## src/rtl/scan_sequencer_if.sv

```systemverilog
// Control and decoder-drive bundle between a scan controller (master) and the scan_sequencer (slave).
// The master drives mode/step/load/blank; the slave returns the registered decoder drive and wrap pulse.
interface scan_sequencer_if;
   logic       run;
   logic       dir;
   logic       bounce;
   logic       step;
   logic       load;
   logic [2:0] load_val;
   logic       blank;
   logic       e;
   logic       a;
   logic       b;
   logic       c;
   logic       wrap;

   modport master (
      output run, dir, bounce, step, load, load_val, blank,
      input  e, a, b, c, wrap
   );

   modport slave (
      input  run, dir, bounce, step, load, load_val, blank,
      output e, a, b, c, wrap
   );
endinterface

```

## src/rtl/scan_sequencer.sv

```systemverilog
// Sequential front end for a 3-to-8 decoder: steps a 3-bit index up/down/ping-pong from a
// prescaler or a single-step edge, with synchronous load and registered enable blanking.
//
// Direction state:
//   state    | meaning
//   DIR_UP   | next advance increments idx (ping-pong turns around at 7)
//   DIR_DOWN | next advance decrements idx (ping-pong turns around at 0)
module scan_sequencer #(
   parameter int unsigned DIV = 4
) (
   input  logic              clk,
   input  logic              rst_n,
   scan_sequencer_if.slave   bus
);

   localparam int unsigned   CW      = (DIV <= 2) ? 1 : $clog2(DIV);
   localparam logic [CW-1:0] CNT_MAX = CW'(DIV - 1);

   typedef enum logic {
      DIR_UP   = 1'b0,
      DIR_DOWN = 1'b1
   } dir_e;

   dir_e          dirst_q, dirst_d;
   logic [2:0]    idx_q,   idx_d;
   logic [CW-1:0] cnt_q,   cnt_d;
   logic          step_q;
   logic          e_q,     e_d;
   logic          wrap_q,  wrap_d;
   logic          tick;
   logic          srise;
   logic          adv;

   always_ff @(posedge clk or negedge rst_n) begin
      if (!rst_n) begin
         dirst_q <= DIR_UP;
         idx_q   <= 3'd0;
         cnt_q   <= '0;
         step_q  <= 1'b0;
         e_q     <= 1'b0;
         wrap_q  <= 1'b0;
      end else begin
         dirst_q <= dirst_d;
         idx_q   <= idx_d;
         cnt_q   <= cnt_d;
         step_q  <= bus.step;
         e_q     <= e_d;
         wrap_q  <= wrap_d;
      end
   end

   always_comb begin
      dirst_d = dirst_q;
      idx_d   = idx_q;
      cnt_d   = '0;
      wrap_d  = 1'b0;
      e_d     = ~bus.blank;
      tick    = 1'b0;

      // Halting clears the count so a later run always starts a full period.
      if (bus.run) begin
         tick  = (cnt_q == CNT_MAX);
         cnt_d = tick ? '0 : cnt_q + CW'(1);
      end

      srise = bus.step & ~step_q;
      adv   = tick | (srise & ~bus.run);

      if (bus.load) begin
         idx_d   = bus.load_val;
         cnt_d   = '0;
         dirst_d = dir_e'(bus.dir);
      end else if (!bus.bounce) begin
         dirst_d = dir_e'(bus.dir);
         if (adv) begin
            if (bus.dir == 1'b0) begin
               idx_d  = idx_q + 3'd1;
               wrap_d = (idx_q == 3'd7);
            end else begin
               idx_d  = idx_q - 3'd1;
               wrap_d = (idx_q == 3'd0);
            end
         end
      end else if (adv) begin
         unique case (dirst_q)
            DIR_UP: begin
               if (idx_q == 3'd7) begin
                  idx_d   = 3'd6;
                  dirst_d = DIR_DOWN;
                  wrap_d  = 1'b1;
               end else begin
                  idx_d   = idx_q + 3'd1;
               end
            end
            DIR_DOWN: begin
               if (idx_q == 3'd0) begin
                  idx_d   = 3'd1;
                  dirst_d = DIR_UP;
                  wrap_d  = 1'b1;
               end else begin
                  idx_d   = idx_q - 3'd1;
               end
            end
            default: begin
               dirst_d = DIR_UP;
            end
         endcase
      end
   end

   assign bus.e    = e_q;
   assign bus.a    = idx_q[2];
   assign bus.b    = idx_q[1];
   assign bus.c    = idx_q[0];
   assign bus.wrap = wrap_q;

endmodule
```

## src/flat_wrapper.sv

```systemverilog
// flat-port wrapper written by rule: the top's interface ports become plain ports
module scan_sequencer_flat 
#(
   parameter int unsigned DIV = 4
)
  (clk, rst_n, bus_run, bus_dir, bus_bounce, bus_step, bus_load, bus_load_val, bus_blank, bus_e, bus_a, bus_b, bus_c, bus_wrap);
  scan_sequencer_if bus_i ();
  input  logic clk;
  input  logic rst_n;
  input wire logic [$bits(bus_i.run)-1:0] bus_run;
  input wire logic [$bits(bus_i.dir)-1:0] bus_dir;
  input wire logic [$bits(bus_i.bounce)-1:0] bus_bounce;
  input wire logic [$bits(bus_i.step)-1:0] bus_step;
  input wire logic [$bits(bus_i.load)-1:0] bus_load;
  input wire logic [$bits(bus_i.load_val)-1:0] bus_load_val;
  input wire logic [$bits(bus_i.blank)-1:0] bus_blank;
  output wire logic [$bits(bus_i.e)-1:0] bus_e;
  output wire logic [$bits(bus_i.a)-1:0] bus_a;
  output wire logic [$bits(bus_i.b)-1:0] bus_b;
  output wire logic [$bits(bus_i.c)-1:0] bus_c;
  output wire logic [$bits(bus_i.wrap)-1:0] bus_wrap;
  assign bus_i.run = bus_run;
  assign bus_i.dir = bus_dir;
  assign bus_i.bounce = bus_bounce;
  assign bus_i.step = bus_step;
  assign bus_i.load = bus_load;
  assign bus_i.load_val = bus_load_val;
  assign bus_i.blank = bus_blank;
  assign bus_e = bus_i.e;
  assign bus_a = bus_i.a;
  assign bus_b = bus_i.b;
  assign bus_c = bus_i.c;
  assign bus_wrap = bus_i.wrap;
  scan_sequencer #(.DIV(DIV)) u_core (.clk(clk), .rst_n(rst_n), .bus(bus_i));
endmodule
```

## config.mk

```make
export PLATFORM = sky130hd
export DESIGN_NAME = scan_sequencer_flat
export DESIGN_NICKNAME = d
export VERILOG_FILES = /design/src/rtl/scan_sequencer_if.sv /design/src/rtl/scan_sequencer.sv /design/src/flat_wrapper.sv
export SDC_FILE = /design/constraint.sdc
export NUM_CORES = 1
export LEC_CHECK = 0
export BUFFER_PORTS_ARGS = -buffer_cell sky130_fd_sc_hd__buf_4
export CORE_UTILIZATION = 30
export CTS_BUF_LIST = sky130_fd_sc_hd__clkbuf_8 sky130_fd_sc_hd__clkbuf_16
export CTS_CLUSTER_DIAMETER = 60
export DETAILED_ROUTE_END_ITERATION = 8
export HOLD_SLACK_MARGIN = 0.15
export PLACE_DENSITY = 0.53
export SYNTH_ARGS = -nofsm -noshare
export SYNTH_HDL_FRONTEND = slang
export SYNTH_SLANG_ARGS = --single-unit
```

## constraint.sdc

```tcl
create_clock -name clk -period 3.15 [get_ports clk]
set_input_delay 0.1575 -clock clk [delete_from_list [all_inputs] [get_ports clk]]
set_output_delay 0.1575 -clock clk [all_outputs]
set_load 0.005 [all_outputs]
```

==> results of run 1 <==
[placed cells by master (no fill, tap or decap)]
master	n
buf_4	15
dfrtp_1	9
inv_1	8
ha_1	8
nand2_1	6
a21oi_1	5
nor2_1	5
dlygate4sd3_1	4
nor2b_1	3
clkbuf_8	3
nand2b_1	2
mux2i_1	2
nor3_1	2
o21ai_1	2
a211oi_1	2
nor4b_1	1
o21a_1	1
and3b_1	1
o21ai_2	1
a31o_2	1
o21ai_0	1
a221o_1	1
a21boi_0	1
o2111ai_1	1
o211ai_1	1
o31ai_1	1
[how the worst max path moves through the flow]
stage	startpoint	endpoint	slack, ps	cells after the start
after CTS	u_core.idx_q[0]	u_core.idx_q[2]	1420	7
after floorplan	u_core.idx_q[0]	u_core.idx_q[2]	1510	7
after global placement	u_core.idx_q[0]	u_core.idx_q[2]	1470	7
after detailed placement	u_core.idx_q[0]	u_core.idx_q[2]	1440	7
after global routing	u_core.idx_q[0]	u_core.idx_q[2]	1290	7
final	u_core.idx_q[0]	u_core.idx_q[2]	1430	7
[registers in the layout, indices dropped and copies added, names as in the netlist]
signal,count
u_core.dirst_q,1
u_core.step_q,1
u_core.bus.e,1
u_core.idx_q,3
u_core.bus.wrap,1
u_core.cnt_q,2
[power groups by stage]
stage	Clock [W]	Combinational, W	Sequential [W]
global placement	0	0.0000728	0.000135
CTS	0.000130	0.0000777	0.000134
finish	0.000124	0.0000760	0.000133
global route	0.000134	0.0000886	0.000135
detailed placement	0	0.0000736	0.000135
floorplan	0	0.0000476	0.000132
[cells in the mapped netlist, types with 2 or more instances]
master	count	area (um^2)
nor2_1	5	18.8
nor2b_1	3	18.8
mux2i_1	2	20.0
ha_1	8	100
a211oi_1	2	15.0
buf_4	2	15.0
nor3_1	2	10.0
nand2_1	6	22.5
o21ai_1	2	10.0
dfrtp_1	9	225
a21oi_1	5	25.0
nand2b_1	2	12.5
inv_1	7	26.3
[metal layers]
metal | share of wire [%] | global-route usage [%]
met1 | 52 | 17.4
met2 | 44 | 19.4
met3 | 3.9 | 5.77
met4 | 0 | 3.43
met5 | 0 | 0
[cell families (layout without fill, tap and decap cells)]
logic type	Yosys count	after routing	share of synthesized area, %
mux	2	2	3.27
simple gates	20	20	16.4
fa+ha+maj	8	8	16.4
buf+inv	10	30	7.36
compound gates	18	18	19.8
flops	9	9	36.8
[through the flow]
step	total power, W	hold WS (ps)
5_1_grt	0.000358	168
2_1_floorplan	0.000179	-138
3_5_place_dp	0.000209	-12.6
3_3_place_gp	0.000208	-12.1
6_report	0.000333	175
4_1_cts	0.000341	173
[area by class of cell]
class	instances	area [um^2]
fill	190	998
clock buffer	3	41.3
tap	25	31.3
sequential	9	225
inverter	7	26.3
timing repair buffer	19	153
clock inverter	1	3.75
multi-input combinational	48	342
[what timing repair did]
action,in CTS,in global routing
resized for setup,0,0
endpoints found under the hold margin,12,0
hold buffers,4,0
endpoints found under the setup margin,0,0
==> metrics, run 1 <==
status finished clean; CP Buf/Inv Count 1; worst slack at placement 1440 ps; Switching Fraction 25.3%; register bit total from synthesis 9; largest net degree at the start of global routing 12; Vert. Die Dim 47.2 um; worst-margin pin slew 277 ps; R2R Setup Slk 1430 ps; RSZ-0062 raised after global routing no; share of total power in the clock network 37.2%; Mapped Cells 67; htree depth 1; hold path depth 2; Final Wtd Congestion 0.732; layout cells sized above 1 23.0%; Clock Tree Buf Depth 2; Synth-to-Final Area Change 34.4%; Worst VDD drop 0.296 mV; post-synthesis sequential area ratio 36.8%; clk_lat worst skew 230 ps; EDFF count, synth 0; Rows 15; Worst Hold End u_core.idx_q[2]; Post-route DRC 0; Top FF cell, synth dfrtp_1; Root Driver clkbuf_8; crit path launch type register; FMAX 582 MHz; vias in the first global route 455; placed inst area 737 um^2; Post-Layout Cell Count 112; hold path startpoint bus_load_val[2]; drt total wl 1190 um; CTS clk-pin slew, worst paths 40 ps; Synth warnings 0; sw power 0.0000845 W; Inst Count DP 104; DR vias/cell 4.44; fin util 45.2%; power per standard cell area 405 nW/um^2; WP data required 3250 ps; WL/cell 10.6 um; Crit path arrival time 1820 ps; final setup violation count 0; Max Cap Viol 0; Synthesized Nets 86; n_diodes 0; Final period util 54.5%; GRT Residual Overflow 0; vias post-DR 497; skew final 2.08 ps; Slew Viols, Final 0; CP cell instances ha_1 -> inv_1 -> ha_1 -> nor2b_1 -> o21ai_1 -> o21ai_1 -> a221o_1; Post-CTS Setup Inserts 0; WS Path Type reg -> reg; Initial Utilization 33.6%; Max stage delay on crit path 430 ps; layout net count 107; library cells used by synthesis 25; fin area 822 um^2; Leak 0.408 nW; ys async rst share 100%; cells on worst reg2reg path 7; initial antenna violation count 0; CTS tree done; Final Hold Violating Endpoints 0; internal power 0.000249 W; Hold WC Path Type in -> reg; total CTS buffers 3; width of the die 47.2 um; part of the power in registers 40.0%; R2R Path End u_core.idx_q[2]; min Tclk post-route 1720 ps; DPL Wire Length 958 um; final antenna-violating net count 0; combinational share of power 22.8%; core area 1820 um^2; global-route wire length before repair 1970 um; Clock Sink Count 9; Worst R2R Start u_core.idx_q[0]; PnR worst setup slack 1430 ps; CP top delay family compound AO/OA/AOI/OAI gates; CP Capture Type register; TNS Setup 0 ps; Max FO, Critical Path 6; Post-Syn Area 612 um^2; IO Port Bufs 15; Pre-Repair DR Iteration Count 2; Detailed Route Iter0 Violations 2; Mean Syn Cell Area 9.13 um^2; GRT Total Usage 13.1%; Die Area 2220 um^2; IO Count 16; CP max stage cell dfrtp_1; Rel. slew slack 81.5%
No activity file was read; power rests on OpenSTA's default activity.
==> run 2: changes to the inputs <==
--- a/config.mk
+++ b/config.mk
@@ -11,7 +11,7 @@
 export CTS_CLUSTER_DIAMETER = 60
 export DETAILED_ROUTE_END_ITERATION = 8
 export HOLD_SLACK_MARGIN = 0.15
-export PLACE_DENSITY = 0.53
+export PLACE_DENSITY = 0.55
 export SYNTH_ARGS = -nofsm -noshare
 export SYNTH_HDL_FRONTEND = slang
 export SYNTH_SLANG_ARGS = --single-unit
==> constraint.sdc (replaced) <==
create_clock -name clk -period 1.5 [get_ports clk]
set_input_delay 0.075 -clock clk [delete_from_list [all_inputs] [get_ports clk]]
set_output_delay 0.075 -clock clk [all_outputs]
set_load 0.005 [all_outputs]
==> run 2 against run 1 <==
Effect of this change: the run now ends with negative setup slack left; flip-flop and latch count stayed put; fmax is 11% higher; power is 140% higher; cell count is 13% higher; critical endpoint unchanged; largest power group unchanged.
==> metrics, run 2 (synthesized netlist as in run 1, its figures left out) <==
status finished, violations left; violated checks negative setup slack; Worst VDD drop 0.781 mV (+160%); total CTS buffers 3 (unchanged); Crit path arrival time 1660 ps (-160 ps); WP data required 1610 ps (-1640 ps); Initial Utilization 33.6% (unchanged); Slew Viols, Final 0 (unchanged); cells on worst reg2reg path 7 (unchanged); crit path from u_core.idx_q[1]; most frequent cells in the layout buf_4, dlygate4sd3_1, dfrtp_1; Clock Sink Count 9 (unchanged); layout net count 121 (+13%); most flop-heavy register u_core.idx_q; Synth-to-Final Area Change 62.2%; n_diodes 0 (unchanged); crit path launch type register; power per standard cell area 791 nW/um^2 (+95%); Hold WC Path Type in -> async; clk_lat worst skew 230 ps (about the same); Max FO, Critical Path 3 (-3); worst-margin pin slew 307 ps (+29.7 ps); Post-Layout Cell Count 126 (+13%); Clock Tree Buf Depth 2 (unchanged); CTS tree done; GRT Total Usage 15.6% (+2.5 points); IO Count 16 (unchanged); Final Hold Violating Endpoints 0 (unchanged); vias in the first global route 510 (+12%); TNS Setup -57.0 ps (-57.0 ps); IO Port Bufs 15 (unchanged); CTS clk-pin slew, worst paths 40 ps (about the same); CP Capture Type register; Final period util 103% (+49 points); WL/cell 11.4 um (+7.4%); PnR worst setup slack -51.6 ps (-1480 ps); final antenna-violating net count 0 (unchanged); min Tclk post-route 1550 ps (-166 ps); WS Path Type reg -> reg; Rel. slew slack 79.5% (-2.0 points); RSZ-0062 raised after global routing yes; Post-route DRC 0 (unchanged); Inst Count DP 110 (+5.8%); placed inst area 797 um^2 (+8.1%); Rows 15 (unchanged); htree depth 1 (unchanged); final setup violation count 2 (+2); vias post-DR 573 (+15%); layout cells sized above 1 37.6% (+15 points); Pre-Repair DR Iteration Count 2 (unchanged); width of the die 47.2 um (unchanged); drt total wl 1440 um (+21%); largest net degree at the start of global routing 12 (unchanged); core area 1820 um^2 (unchanged); Worst R2R Start u_core.idx_q[1]; Power, Total 0.000785 W (+140%); Root Driver clkbuf_8; Max Cap Viol 0 (unchanged); Vert. Die Dim 47.2 um (unchanged); Leak 0.469 nW (+15%); Final Wtd Congestion 0.812 (+11%); fin area 992 um^2 (+21%); DR vias/cell 4.55 (+2.5%); initial antenna violation count 0 (unchanged); worst hold slack 203 ps (+28.3 ps); global-route wire length before repair 2330 um (+18%); fillers 190 (unchanged); GRT Residual Overflow 0 (unchanged); Largest regs u_core.idx_q x3, u_core.cnt_q x2; FMAX 644 MHz (+11%); commonest non-fill, non-tap cell in the layout buf_4; DPL Wire Length 994 um (+3.7%); Largest register FFs 3 (unchanged); skew final 0.800 ps (-1.28 ps); Detailed Route Iter0 Violations 8 (+6); Die Area 2220 um^2 (unchanged)
## run 2: changes by cell type in the layout (fill, tap and decap cells not counted), sizes merged
cell	previous run	this run
buf	15	23
dlygate4sd3	4	10
## run 2: report_power, final
part | internal (W) | switching [W] | leakage (nW)
clock network | 0.000178 | 0.0000891 | 0.0269
registers | 0.000260 | 0.0000150 | 0.112
logic | 0.000139 | 0.000104 | 0.331
total | 0.000577 | 0.000208 | 0.469
## run 2: worst paths after layout
kind	endpoint	slack (ps)
max in group asynchronous	u_core.idx_q[1]	1170
hold reg to reg	u_core.cnt_q[0]	460
min in group clk	u_core.dirst_q	230
setup reg to reg	u_core.idx_q[2]	-50
setup / recovery	u_core.idx_q[2]	-50
hold / removal	u_core.cnt_q[0]	200
## run 2: repair_timing
action                     in CTS  in global routing
setup endpoints to repair       2                  3
hold endpoints to repair       18                  0
setup buffers                   1                  1
cloned                          0                  0
hold buffers                   10                  0
gates resized for setup         1                  6
pin swaps                       3                  4
## run 2: area by class of cell
class                           count  area (um^2)  area share (%)
Clock buffer                        3         41.3            4.16
Clock inverter                      1         3.75           0.378
Inverter                            7         26.3            2.65
Multi-Input combinational cell     48          392            39.5
Sequential cell                     9          225            22.7
Tap cell                           25         31.3            3.15
Timing Repair Buffer               33          273            27.5
## run 2: per-stage QoR
| step | utilization, % | setup WS (ps) |
|---|---|---|
| floorplan | - | -57.2 |
| global placement | 43.8 | -30.4 |
| detailed placement | 43.8 | -51.7 |
| CTS | 52.3 | -46.1 |
| global route | 54.5 | -119 |
| finish | 54.5 | -51.6 |
## run 2: worst max-delay path, cell delays in order (launching register included)
cell,delay [ps]
dfrtp_1,390
ha_2,210
inv_2,70
ha_4,190
nor2b_4,110
o21ai_1,100
o21ai_1,70
a221o_1,280
## run 2: metal layers
layer  wire [um]  GRT usage, %  part of all wire (%)  vias to the layer above
li1            -             -                     -                      300
met1         681          19.8                    47                      261
met2         695          25.3                    48                       12
met3          60          6.92                   4.2                        0
met4           0          1.71                     0                        0
met5           0             0                     0                        -
==> run 3: changes to the inputs <==
--- a/config.mk
+++ b/config.mk
@@ -5,6 +5,7 @@
 export SDC_FILE = /design/constraint.sdc
 export NUM_CORES = 1
 export LEC_CHECK = 0
+export ABC_AREA = 1
 export BUFFER_PORTS_ARGS = -buffer_cell sky130_fd_sc_hd__buf_4
 export CORE_UTILIZATION = 30
 export CTS_BUF_LIST = sky130_fd_sc_hd__clkbuf_8 sky130_fd_sc_hd__clkbuf_16
==> run 3 against run 2 <==
Effect of this change: the run now ends clean; clock skew increased by 3.5 ps; hold slack worse by 48 ps; via count grew 15%; final area decreased by 0.38%; utilization is 5.6 points lower; wire length increased by 7.5%; power rose by 7.8%; cell count grew 21%.
==> metrics, run 3 <==
status finished clean; Detailed Route Iter0 Violations 11 (+3); Clock Sink Count 9 (unchanged); total CTS buffers 3 (unchanged); initial antenna violation count 0 (unchanged); Yosys top cell area share 34.1% (-2.7 points); vias post-DR 660 (+15%); min Tclk post-route 1450 ps (-107 ps); worst-margin pin slew 255 ps (-52.5 ps); n_diodes 0 (unchanged); final antenna-violating net count 0 (unchanged); internal power 0.000585 W (+1.4%); Switching Fraction 30.8% (+4.3 points); RSZ-0062 raised after global routing yes; Max FO, Critical Path 3 (unchanged); multi-input logic area 404 um^2 (+3.2%); clk_lat worst skew 230 ps (about the same); met2 WL 727 um (+4.6%); met3 routed WL 79 um (+32%); final setup violation count 0 (-2); global-route wire length before repair 2660 um (+14%); GRT Residual Overflow 0 (unchanged); layout cells sized above 1 24.8% (-13 points); Largest register FFs 3 (unchanged); Die Area 2390 um^2 (+7.6%); Sequential Area 226 um^2 (+0.56%); IO Port Bufs 15 (unchanged); Post-Syn Area 661 um^2 (+8.0%); drt total wl 1550 um (+7.5%); R2R Setup Slk 50 ps (+110 ps); power per standard cell area 856 nW/um^2 (+8.2%); ys async rst share 100% (unchanged); CP Buf/Inv Count 2 (+1); commonest non-fill, non-tap cell in the layout nand2_1; layout net count 145 (+20%); Synth warnings 0 (unchanged); fillers 211 (+11%); most frequent cells in the layout nand2_1, buf_4, inv_1; width of the die 48.9 um (+3.7%); CP Capture Type register; register bit total from synthesis 9 (unchanged); Post-route DRC 0 (unchanged); TNS Setup 0 ps (+57.0 ps); Worst VDD drop 0.554 mV (-29%); Inst Count DP 137 (+25%); Root Driver clkbuf_8; Leak 0.536 nW (+14%); Slew Viols, Final 0 (unchanged); Yosys top cell by area dfrtp_1; Mapped Cells 96 (+43%); Final period util 96.3% (-7.1 points); core area 2020 um^2 (+11%); Clock Tree Buf Depth 2 (unchanged); met1 WL 724 um (+6.3%); Post-Layout Cell Count 152 (+21%); Vert. Die Dim 48.9 um (+3.7%); Max stage delay on crit path 430 ps (+40 ps); Final Wtd Congestion 0.779 (-4.2%); Rel. slew slack 83.0% (+3.5 points); FMAX 692 MHz (+7.4%); WL/cell 10.2 um (-11%); WP data required 1610 ps (about the same); most instantiated cells after synthesis nand2_1, inv_1, nand3_1; CP top delay family flip-flops; Mean Syn Cell Area 6.88 um^2 (-25%); largest net degree at the start of global routing 10 (-2); Final Hold Violating Endpoints 0 (unchanged); GRT Total Usage 15.0% (-0.60 points); Max Cap Viol 0 (unchanged); part of the power in registers 35.0% (about the same); Crit path arrival time 1560 ps (-100 ps); highest metal used met4; htree depth 1 (unchanged); Initial Utilization 32.7% (-0.93 points); share of total power in the clock network 32.3% (-1.7 points); IO Count 16 (unchanged); skew final 4.28 ps (+3.48 ps); sw power 0.000261 W (+25%); Top FF cell, synth dfrtp_1; most flop-heavy register u_core.idx_q; CP cell instances inv_2 -> ha_4 -> buf_4 -> ha_4 -> nand2_1 -> nand3_1 -> nand2_1 -> nand2_1 -> nand3_1; Pre-Repair DR Iteration Count 4 (+2); CP max stage cell dfrtp_1; Synth-to-Final Area Change 49.6%; Hold WC Path Type in -> reg; combinational share of power 32.6% (+1.6 points); Synthesized Nets 115 (+34%); ranking of synthesized cells by area dfrtp_1, nand2_1, ha_1; CTS clk-pin slew, worst paths 50 ps (about the same); WS Path Type reg -> reg; DR vias/cell 4.34 (-4.5%); post-synthesis sequential area ratio 34.1% (-2.7 points); count leader, synth nand2_1; Largest regs u_core.idx_q x3, u_core.cnt_q x2; Crit path top cell by count nand2_1; vias in the first global route 640 (+25%); DPL Wire Length 1070 um (+7.9%); crit path launch type register; library cells used by synthesis 14 (-44%); EDFF count, synth 0 (unchanged); CTS tree done; Rows 16 (+1)
## run 3: changes by cell type in the layout (fill, tap and decap cells not counted), sizes merged, moves of 2 or more
cell | before | now
a21oi | 5 | 0
mux2i | 2 | 0
nand3 | 0 | 12
inv | 8 | 18
nand2 | 6 | 36
a211oi | 2 | 0
nand2b | 2 | 0
buf | 23 | 18
nor2b | 3 | 0
dlygate4sd3 | 10 | 8
## run 3: path summary, 6_finish.rpt
kind / end / cells after the start / from
min in group asynchronous: u_core.dirst_q / 2 / rst_n
worst max register to register: u_core.idx_q[2] / 9 / u_core.idx_q[1]
worst min-delay path: u_core.idx_q[0] / 5 / bus_load_val[0]
worst min register to register: u_core.cnt_q[0] / 1 / u_core.cnt_q[0]
worst max-delay path: u_core.idx_q[2] / 9 / u_core.idx_q[1]
max in group asynchronous: u_core.idx_q[0] / 2 / rst_n
## run 3: logic make-up after synthesis
group / Yosys count / synth area share, %
adders and majority gates: 8 / 15.2
AOI/OAI and AO/OA: 5 / 3.79
buffers and inverters: 18 / 10.4
DFF: 9 / 34.1
and+or+nand+nor: 56 / 36.6
## run 3: through the flow
stage	cell area (um^2)	utilization, %	power, W	hold slack [ps]	setup slack [ps]
after global routing	988	48.9	0.000916	193	-24.1
after floorplan	661	-	0.000422	-221	160
after CTS	927	45.9	0.000798	155	57.3
after detailed placement	802	39.7	0.000505	-96.9	63.0
final	988	48.9	0.000846	156	54.9
after global placement	802	39.7	0.000507	-96.8	114
## run 3: cell type report
cell class / instances / share of cell area [%]
inverters: 17 / 6.46
clock inverters: 1 / 0.380
clock buffers: 3 / 4.18
multi-input cells: 69 / 40.9
flip-flops and latches: 9 / 22.9
repair buffers: 26 / 21.8
well taps: 27 / 3.42
## run 3: worst register-to-register path: stages, from the launching register on
cell and delay (ps):
dfrtp_1 430, inv_2 70, ha_4 170, buf_4 130
ha_4 250, nand2_1 40, nand3_1 70, nand2_1 50
nand2_1 50, nand3_1 60
## run 3: what timing repair did
action                                  4_1_cts  5_1_grt
hold endpoints to repair                     15        0
gates resized for setup                       0        9
hold buffers                                  8        0
buffers inserted                              0        3
endpoints found under the setup margin        0        3
## run 3: routing by layer
metal  vias to the layer above  GRT usage (%)
li1                        353              -
met1                       290           18.1
met2                        15           22.9
met3                         2           6.54
met4                         0           6.37
met5                         -              0
## run 3: power by group through the flow
stage	combinational (W)	sequential, W	clock (W)
global placement	0.000215	0.000292	0
finish	0.000276	0.000296	0.000274
global route	0.000317	0.000300	0.000299
CTS	0.000229	0.000289	0.000279
detailed placement	0.000212	0.000293	0
floorplan	0.000138	0.000284	0
